[config.mk]
export PLATFORM = sky130hd
export DESIGN_NAME = fpa_align_seq_flat
export DESIGN_NICKNAME = d
export VERILOG_FILES = /design/src/rtl/fpa_align_if.sv /design/src/rtl/fpa_align_seq.sv /design/src/flat_wrapper.sv
export SDC_FILE = /design/constraint.sdc
export NUM_CORES = 1
export LEC_CHECK = 0
export CELL_PAD_IN_SITES_DETAIL_PLACEMENT = 0
export CELL_PAD_IN_SITES_GLOBAL_PLACEMENT = 1
export CORE_ASPECT_RATIO = 0.7
export CORE_MARGIN = 1.5
export CORE_UTILIZATION = 37
export DETAILED_ROUTE_END_ITERATION = 10
export PLACE_DENSITY = 0.85
export SLEW_MARGIN = 20
export SYNTH_ARGS = -nofsm -noshare
export SYNTH_HDL_FRONTEND = slang
export SYNTH_SLANG_ARGS = --single-unit
[constraint.sdc]
create_clock -name clk -period 4.92 [get_ports clk]
set_clock_uncertainty 0.2 [all_clocks]
set_input_delay 1.476 -clock clk [delete_from_list [all_inputs] [get_ports clk]]
set_output_delay 1.476 -clock clk [all_outputs]
set_load 0.1 [all_outputs]
[src/rtl/fpa_align_if.sv]
// Operand/result handshake bundle for the FP adder alignment sequencer.
// m_small widens to 27 bits (mantissa + G/R/S) when FPA_ALIGN_GRS_EN is defined.
interface fpa_align_if;
`ifdef FPA_ALIGN_GRS_EN
    localparam int MS_W = 27;
`else
    localparam int MS_W = 24;
`endif

    logic            in_valid;
    logic            in_ready;
    logic [7:0]      Ex;
    logic [7:0]      Ey;
    logic [22:0]     Mx;
    logic [22:0]     My;
    logic            out_valid;
    logic            out_ready;
    logic [7:0]      e_out;
    logic [23:0]     m_big;
    logic [MS_W-1:0] m_small;
    logic            swapped;

    modport master (
        output in_valid, Ex, Ey, Mx, My, out_ready,
        input  in_ready, out_valid, e_out, m_big, m_small, swapped
    );

    modport slave (
        input  in_valid, Ex, Ey, Mx, My, out_ready,
        output in_ready, out_valid, e_out, m_big, m_small, swapped
    );
endinterface

[src/rtl/fpa_align_seq.sv]
// Multi-cycle exponent alignment for the single-precision adder front end.
// Optional feature macro FPA_ALIGN_GRS_EN: keep guard/round/sticky bits below m_small.
module fpa_align_seq #(
    parameter int STEP = 4,
`ifdef FPA_ALIGN_GRS_EN
    parameter int MAX_SHIFT = 27
`else
    parameter int MAX_SHIFT = 26
`endif
) (
    input  logic        clk,
    input  logic        rst,
    fpa_align_if.slave  bus
);
`ifdef FPA_ALIGN_GRS_EN
    localparam int MS_W = 27;
`else
    localparam int MS_W = 24;
`endif

    typedef enum logic [1:0] {IDLE = 2'd0, SHIFT = 2'd1, DONE = 2'd2} state_t;

    state_t          state_q, state_d;
    logic [7:0]      e_q, e_d;
    logic [23:0]     mbig_q, mbig_d;
    logic [MS_W-1:0] msmall_q, msmall_d;
    logic            swap_q, swap_d;
    logic [4:0]      rem_q, rem_d;

    logic [7:0]      eeff_x, eeff_y, diff;
    logic            x_big;
    logic [23:0]     mant_x, mant_y;
    logic [4:0]      d, amt;

    function automatic logic [4:0] clamp_shift(input logic [7:0] dif);
        if (dif > 8'(MAX_SHIFT)) return 5'(MAX_SHIFT);
        return dif[4:0];
    endfunction

    function automatic logic [MS_W-1:0] load_small(input logic [23:0] mant);
`ifdef FPA_ALIGN_GRS_EN
        return {mant, 3'b000};
`else
        return mant;
`endif
    endfunction

    // Sticky variant shifts one bit at a time so every bit leaving R is folded into S.
    function automatic logic [MS_W-1:0] shr_step(input logic [MS_W-1:0] m, input logic [4:0] n);
`ifdef FPA_ALIGN_GRS_EN
        logic [MS_W-1:0] r;
        r = m;
        for (int i = 0; i < STEP; i++) begin
            if (5'(i) < n) r = {1'b0, r[MS_W-1:2], r[1] | r[0]};
        end
        return r;
`else
        return m >> n;
`endif
    endfunction

    always_comb begin
        eeff_x = (bus.Ex == 8'd0) ? 8'd1 : bus.Ex;
        eeff_y = (bus.Ey == 8'd0) ? 8'd1 : bus.Ey;
        x_big  = (eeff_x >= eeff_y);
        diff   = x_big ? (eeff_x - eeff_y) : (eeff_y - eeff_x);
        d      = clamp_shift(diff);
        mant_x = {|bus.Ex, bus.Mx};
        mant_y = {|bus.Ey, bus.My};
        amt    = (rem_q < 5'(STEP)) ? rem_q : 5'(STEP);

        state_d  = state_q;
        e_d      = e_q;
        mbig_d   = mbig_q;
        msmall_d = msmall_q;
        swap_d   = swap_q;
        rem_d    = rem_q;

        case (state_q)
            IDLE: begin
                if (bus.in_valid) begin
                    e_d      = x_big ? bus.Ex : bus.Ey;
                    mbig_d   = x_big ? mant_x : mant_y;
                    msmall_d = load_small(x_big ? mant_y : mant_x);
                    swap_d   = ~x_big;
                    rem_d    = d;
                    state_d  = (d != 5'd0) ? SHIFT : DONE;
                end
            end
            SHIFT: begin
                msmall_d = shr_step(msmall_q, amt);
                rem_d    = rem_q - amt;
                if (rem_q == amt) state_d = DONE;
            end
            DONE: begin
                if (bus.out_ready) state_d = IDLE;
            end
            default: state_d = IDLE;
        endcase
    end

    always_ff @(posedge clk) begin
        if (rst) begin
            state_q  <= IDLE;
            e_q      <= '0;
            mbig_q   <= '0;
            msmall_q <= '0;
            swap_q   <= 1'b0;
            rem_q    <= '0;
        end else begin
            state_q  <= state_d;
            e_q      <= e_d;
            mbig_q   <= mbig_d;
            msmall_q <= msmall_d;
            swap_q   <= swap_d;
            rem_q    <= rem_d;
        end
    end

    assign bus.in_ready  = (state_q == IDLE);
    assign bus.out_valid = (state_q == DONE);
    assign bus.e_out     = e_q;
    assign bus.m_big     = mbig_q;
    assign bus.m_small   = msmall_q;
    assign bus.swapped   = swap_q;
endmodule

[src/flat_wrapper.sv]
// flat-port wrapper written by rule: the top's interface ports become plain ports
module fpa_align_seq_flat 
#(
    parameter int STEP = 4,

    parameter int MAX_SHIFT = 26

)
  (clk, rst, bus_in_valid, bus_Ex, bus_Ey, bus_Mx, bus_My, bus_out_ready, bus_in_ready, bus_out_valid, bus_e_out, bus_m_big, bus_m_small, bus_swapped);
  fpa_align_if bus_i ();
  input  logic clk;
  input  logic rst;
  input wire logic [$bits(bus_i.in_valid)-1:0] bus_in_valid;
  input wire logic [$bits(bus_i.Ex)-1:0] bus_Ex;
  input wire logic [$bits(bus_i.Ey)-1:0] bus_Ey;
  input wire logic [$bits(bus_i.Mx)-1:0] bus_Mx;
  input wire logic [$bits(bus_i.My)-1:0] bus_My;
  input wire logic [$bits(bus_i.out_ready)-1:0] bus_out_ready;
  output wire logic [$bits(bus_i.in_ready)-1:0] bus_in_ready;
  output wire logic [$bits(bus_i.out_valid)-1:0] bus_out_valid;
  output wire logic [$bits(bus_i.e_out)-1:0] bus_e_out;
  output wire logic [$bits(bus_i.m_big)-1:0] bus_m_big;
  output wire logic [$bits(bus_i.m_small)-1:0] bus_m_small;
  output wire logic [$bits(bus_i.swapped)-1:0] bus_swapped;
  assign bus_i.in_valid = bus_in_valid;
  assign bus_i.Ex = bus_Ex;
  assign bus_i.Ey = bus_Ey;
  assign bus_i.Mx = bus_Mx;
  assign bus_i.My = bus_My;
  assign bus_i.out_ready = bus_out_ready;
  assign bus_in_ready = bus_i.in_ready;
  assign bus_out_valid = bus_i.out_valid;
  assign bus_e_out = bus_i.e_out;
  assign bus_m_big = bus_i.m_big;
  assign bus_m_small = bus_i.m_small;
  assign bus_swapped = bus_i.swapped;
  fpa_align_seq #(.STEP(STEP), .MAX_SHIFT(MAX_SHIFT)) u_core (.clk(clk), .rst(rst), .bus(bus_i));
endmodule
==> impl_results.md <==
- Status: finished clean
- Global-route track usage on met3: 6.30%
- Site row count: 35
- Cells after Synth: about 610
- PnR Total Power: ~3.5 mW
- Met2 Usage GRT: roughly a third
- Chip Width: about 140 um
- Largest fanout on the critical path: 7
- CTS clk-pin slew, worst paths: 0.06 ns
- Mux contribution to synthesized area: between 10% and 20%
- Post-DP HPWL: around 13000 um
- Cts bufs inserted: 9
- Crit path launch: bus_Ey[2]
- Global route hottest layer: met1
- Setup TNS: 0 ns
- Final hold vios: 0
- Hold Worst Slack: ~0.25 ns
- Placed inst area: around 6600 um^2
- Initial antenna violation count: 0
- Slowest-stage cell, CP: clkdlybuf4s50_1
- Placeable Area: approximately 13000 um^2
- Routability cong.: roughly 0.94
- CTS tree: yes
- Ports: 125
- CP Capture Type: register
- Syn. warnings: 0
- Worst setup margin: ~0.12 ns
- Ys async rst share: 0%
- Most frequent cell after synthesis: mux2i_1
- Seq/Total Area, Yosys: 25.6%
- DR vias: approximately 5200
- Final Critical Period: between 4 and 5 ns
- CP dominant cell by count: buf_4
- Worst-Margin Slew: around 1.1 ns
- CP delay by family, top: buffers and inverters
- Global-route usage over all layers: around 24%
- Maximum VDD drop: ~0.26 mV
- Met1 Use GR: 37.1%
- Worst Path Arrival: ~4.8 ns
- Top-area cell type share of the netlist area: between 20% and 30%
- Crit path cell chain: clkdlybuf4s50_1, or4_4, nor2_4, or2_4, ha_2, inv_1, fa_2, buf_4, a21o_1, a221oi_4, buf_4, buf_4, a211oi_1, a211oi_4, buf_6, a221oi_2
- Post-synth top cells: 67 x mux2i_1, 64 x dfxtp_1, 64 x nor2_1
- Reg2reg start: u_core.rem_q[1]
- Top FF cell, synth: dfxtp_1
- Final non-filler cell total: 932
- Syn nets: roughly 700
- Slew Viols, Final: 0
- Critical Path RT: ~5 ns
- Final WL: 17300 um
- Synth Area per Inst: ~8 um^2
- Initial core utilization: between 30% and 40%
- Synthesized area: around 5000 um^2
- Netlist cell types: 66
- Detailed Route Iter0 Violations: between 400 and 500
- DRC violations left: 0
- Top cells by area, synth: dfxtp_1 26%, mux2i_1 13%, a211oi_1 7.6%, nor2_1 4.8%, ha_1 4.0%
- Reg-to-Reg End: u_core.bus.m_small[14]
- Synth Area in XOR/XNOR: 1.75%
- Area delta synth->final: 42.8%
- Tightest Hold Check Type: reg2reg
- Max Clock Freq: about 0.21 GHz
- Vias in the first global route: between 4000 and 5000
- Largest family of logic cells by synthesized area: compound AO/OA/AOI/OAI gates
- Leakage: 2.94 nW
- Max-cap violations: 0
- Layout cell share with drive strength beyond 1: 16.3%
- Design Area, Final: a little over 7000 um^2
- Number of routed nets with antenna violations: 0
- Flop2flop setup slack: between 1.5 and 2 ns
- Synth Register Bits: between 60 and 70
- Largest area contributor in the netlist: dfxtp_1
- Ant diodes: 0
- Global-route wire length before repair: 26800 um
- Chip Height: roughly 100 um
- Slew HR: between 20 and 30%
- Post-synthesis adder-cell area fraction: under 10%
- Post-synth EDFFs: 0
- DR WL/cell: 18.6 um
- Placed insts: ~910
- Final nets: 826
- WP buf/inv: 6
- Worst-Skew Late Latency: ~0.34 ns
- GRT overflow: 0
- First-pass iteration count of the detailed router: 6
- Stages on worst setup path: 16
- Post-route clock period utilization: a little over nine tenths
- Simple-gate portion of the synthesized area: between 10% and 20%
- Power Dens Cells: 485 nW/um^2
- Root buffer cell: clkbuf_16
- CP Launch Type: primary input
- Kind of critical path: in2reg
- Clock sink count: 64
- Post-layout util: 54.2%
- Port buffer count: ~120
- Compound-Gate Fraction of Synth Area: about a quarter
- Worst slack at placement: -0.515 ns
- Via density per instance: between 5 and 6
- Maximum single-stage delay on the critical path: 0.45 ns
- Final setup vio count: 0
- Crit path capture: u_core.rem_q[1]
- Max clock buf depth: 2
- R2R depth: 7
- Largest net degree at the start of global routing: 55
- Die area: about 14000 um^2
- H-tree depth: 3
==> metal layers <==
layer	wire length, um	part of all wire, %
met4	354	2.0
met3	1790	10
met5	0	0
met2	6640	38
met1	8560	49
==> state kept, by name, summed over array words and instances, names as in the netlist <==
| name | cells |
|---|---|
| u_core.state_q | 2 |
| u_core.bus.m_big | 24 |
| u_core.bus.e_out | 8 |
| u_core.rem_q | 5 |
| u_core.bus.m_small | 24 |
| u_core.bus.swapped | 1 |
==> cell type report <==
type,count,area (um^2)
Clock buffer,10,239
Clock inverter,6,115
Fill cell,1192,6030
Inverter,21,78.8
Multi-Input combinational cell,460,3430
Sequential cell,64,1280
Tap cell,185,231
Timing Repair Buffer,186,1770
==> logic make-up after synthesis <==
logic type	after synthesis
AO/OA/AOI/OAI	163
XOR/XNOR	10
adder cells (fa/ha/maj)	18
buffers and inverters	87
flip-flops	64
multiplexers	77
other	1
AND/OR/NAND/NOR	191
==> report_power, final <==
part / internal, mW / total [mW] / switching (mW)
registers: 0.630 / 0.764 / 0.134
logic: 0.604 / 1.94 / 1.33
clock network: 0.511 / 0.765 / 0.253
==> worst reg2reg max path: cells and delay by family (launching register included) <==
family | cells | cell delay, ns
buffers and inverters | 1 | 0.36
and+or+nand+nor | 2 | 0.82
AOI/OAI and AO/OA | 3 | 0.76
muxes | 1 | 0.26
DFF | 1 | 0.62
==> placed cells by master (no fill, tap or decap), types with 5 or more instances in the layout <==
master / netlist / final
mux4_2: 5 / 5
and2_1: 19 / 19
mux2_2: 5 / 5
o21ai_0: 11 / 10
nand2_1: 47 / 47
clkbuf_16: 0 / 11
a211oi_1: 51 / 49
a311oi_1: 14 / 14
nor2b_1: 5 / 5
buf_4: 5 / 55
dfxtp_1: 64 / 64
nor2_1: 64 / 62
a211o_1: 15 / 15
mux2i_1: 67 / 64
nand2b_1: 14 / 13
xor2_1: 7 / 7
ha_1: 16 / 15
inv_1: 21 / 21
nor3_1: 12 / 12
a21oi_1: 37 / 36
clkdlybuf4s50_1: 0 / 120
==> worst min path at each step <==
| stage | startpoint | to | slack, ns | cells after the start |
|---|---|---|---|---|
| after floorplan | u_core.rem_q[2] | u_core.rem_q[2] | 0.46 | 3 |
| after global placement | u_core.bus.swapped | u_core.bus.swapped | 0.24 | 2 |
| after detailed placement | u_core.bus.swapped | u_core.bus.swapped | 0.25 | 2 |
| after CTS | u_core.bus.swapped | u_core.bus.swapped | 0.26 | 2 |
| after global routing | u_core.bus.swapped | u_core.bus.swapped | 0.28 | 2 |
| final | u_core.bus.swapped | u_core.bus.swapped | 0.25 | 2 |
==> repair_timing <==
action,in CTS,in global routing
setup endpoints to repair,55,54
cloned,0,2
hold buffers,0,0
buffers inserted,0,5
gates resized for setup,5,25
pin swaps,1,7
Note: power is estimated with default switching activity, not from simulation.
==> edit, RTL diff (same flow settings) <==
`e_q` no longer has a reset.
--- a/src/rtl/fpa_align_seq.sv
+++ b/src/rtl/fpa_align_seq.sv
@@ -104,3 +104,2 @@
             state_q  <= IDLE;
-            e_q      <= '0;
             mbig_q   <= '0;
@@ -111,3 +110,2 @@
             state_q  <= state_d;
-            e_q      <= e_d;
             mbig_q   <= mbig_d;
@@ -117,2 +115,6 @@
         end
+    end
+
+    always_ff @(posedge clk) begin
+        e_q <= e_d;
     end
Check against the original RTL: not equivalent (a bounded check fails within 4 cycles, from zero or initial values and one cycle with rst high).
==> edit against the unedited design <==
Maximum frequency grew 1.1%. Total power decreased by 20%. Via count decreased by 2.4%. Wire length decreased by 4.9%. Register-to-register slack improved by 0.25 ns. Cell area is 4.5% lower. Sequential cell count stayed put. Synthesized area fell by 1.5%. Worst setup slack improved by 0.053 ns. Sequential share of layout area up 2.0 points.
==> edit: results <==
metrics = {
    "setup_path": {
        "startpoint": "bus_Ey[0]",
        "regToRegStartpoint": "u_core.rem_q[2]$_SDFFE_PP0P_",
        "cp_slowest_stage_delay_ns": 0.51,
        "cp_top_family": "compound AO/OA/AOI/OAI gates",
        "slowest_stage": "or4_1",
        "cp.arrival_ns": 4.79,
        "startpoint_type": "primary input",
        "crit_fanout": 4,
    },
    "power_and_ir_drop": {
        "p_leak_uw": 0.00276,
        "swShare_pct": 47.6,
        "ir_drop_uv": 194,
    },
    "finish": {
        "drive_above_1_share_pct": 12.0,
        "antenna_cells": 0,
        "nFillCells": 1226,
        "nets": 826,
    },
    "worst_hold_path": {
        "hold_path_class": "reg2reg",
        "min-delay-start": "u_core.bus.swapped$_SDFFE_PP0P_",
    },
    "timing": {
        "worst_slew_pin_slew_ns": 1.02,
    },
    "cts": {
        "clockBufferDepth": 2,
        "htreeDepth": 3,
        "clock-root-buffer": "clkbuf_16",
        "clk_pin_slew_ns": 0.06,
        "cts_buffers": 9,
        "clock_latency_ns": 0.34,
    },
    "global_routing": {
        "grt_pass1_vias": 4866,
        "antenna_found_initial": 0,
        "grt_usage_pct": 23.9,
        "grt_max_degree": 39,
        "grt_pass1_wl_um": 26200,
    },
    "placement": {
        "hpwl_um": 12400,
        "numPlacedInstances": 897,
        "gp_congestion": 0.917,
        "place_area_um2": 6510,
        "io_buffers": 124,
    },
    "synth": {
        "synthDistinctLibCells": 63,
        "async_reset_ff_share_pct": 0,
        "synth_common_cells": "nor2_1 (76), mux2i_1 (65), dfxtp_1 (56)",
        "synth_nets": 705,
        "synth_area_per_cell_um2": 7.94,
        "ys_seq_area_share_pct": 27.6,
        "yosys_warnings": 0,
        "synth_area_leaders": "dfxtp_1 (23%), mux2i_1 (13%), a211oi_1 (7.2%), nor2_1 (5.8%), edfxtp_1 (4.9%)",
        "synth_edf_count": 8,
    },
    "routing": {
        "drt_wl_total_um": 16500,
        "wl_per_cell_um": 18.1,
        "drt_iter0_markers": 357,
        "via_per_inst": 5.56,
        "first_pass_iters": 5,
    },
    "run_status": {
        "status": "finished, final reports clean",
    },
    "floorplanning": {
        "chipWidth_um": 141,
    },
}
## edit: power groups by stage
stage          Clock [uW]  Sequential, uW  Combinational [uW]
5_1_grt               673             719                1520
3_3_place_gp            0             715                1410
4_1_cts               654             707                1420
3_5_place_dp            0             717                1420
6_report              646             708                1430
2_1_floorplan           0            1170                 581
## edit: what timing repair did
action | 4_1_cts | 5_1_grt
buffers inserted | 0 | 0
hold buffers | 0 | 0
gates resized for setup | 0 | 6
endpoints found under the setup margin | 0 | 25
## edit: stage by stage
step / setup TNS (ns) / hold slack [ns] / setup WS (ns)
3_5_place_dp: -3.43 / 0.250 / -0.262
3_3_place_gp: -0.676 / 0.242 / -0.134
5_1_grt: -0.00802 / 0.273 / -0.00699
4_1_cts: 0 / 0.263 / 0.0841
6_report: 0 / 0.263 / 0.177
2_1_floorplan: 0 / 0.432 / 0.446
## edit: tightest hold or removal path: stages (launching register included)
cell     delay [ns]
dfxtp_1        0.31
nand2_1        0.05
a21oi_1        0.05
## edit: cells by family after synthesis
family          count (synthesis)  share of synthesized area, %
compound gates                161                          22.4
mux                            72                          15.0
buf+inv                        82                          7.31
simple gates                  214                          21.1
other cells                     1                        0.0761
xor+xnor                        9                          1.60
fa+ha+maj                      18                          4.87
flops                          64                          27.6
## edit: path summary, 6_finish.rpt
path	end	slack, ns	depth (start not counted)
min reg2reg	u_core.bus.swapped$_SDFFE_PP0P_	0.26	2
max reg2reg	u_core.rem_q[2]$_SDFFE_PP0P_	2.01	8
max	u_core.rem_q[3]$_SDFFE_PP0P_	0.18	14
min	u_core.bus.swapped$_SDFFE_PP0P_	0.26	2
## edit: final cells by class
type                            instances  area [um2]  area share [%]
Sequential cell                        64        1360            19.9
Tap cell                              166         208            3.04
Multi-Input combinational cell        475        3240            47.4
Clock buffer                           11         264            3.87
Clock inverter                          5        37.5           0.550
Inverter                               21        78.8            1.15
Timing Repair Buffer                  171        1640            24.0
## edit: per-layer routing
metal	vias to the layer above	track usage (%)	share of wire, %
met5	-	0	0
met4	0	7.21	1.6
met3	19	4.14	6.9
met2	206	36.2	42
met1	2376	34.6	50
li1	2478	-	-
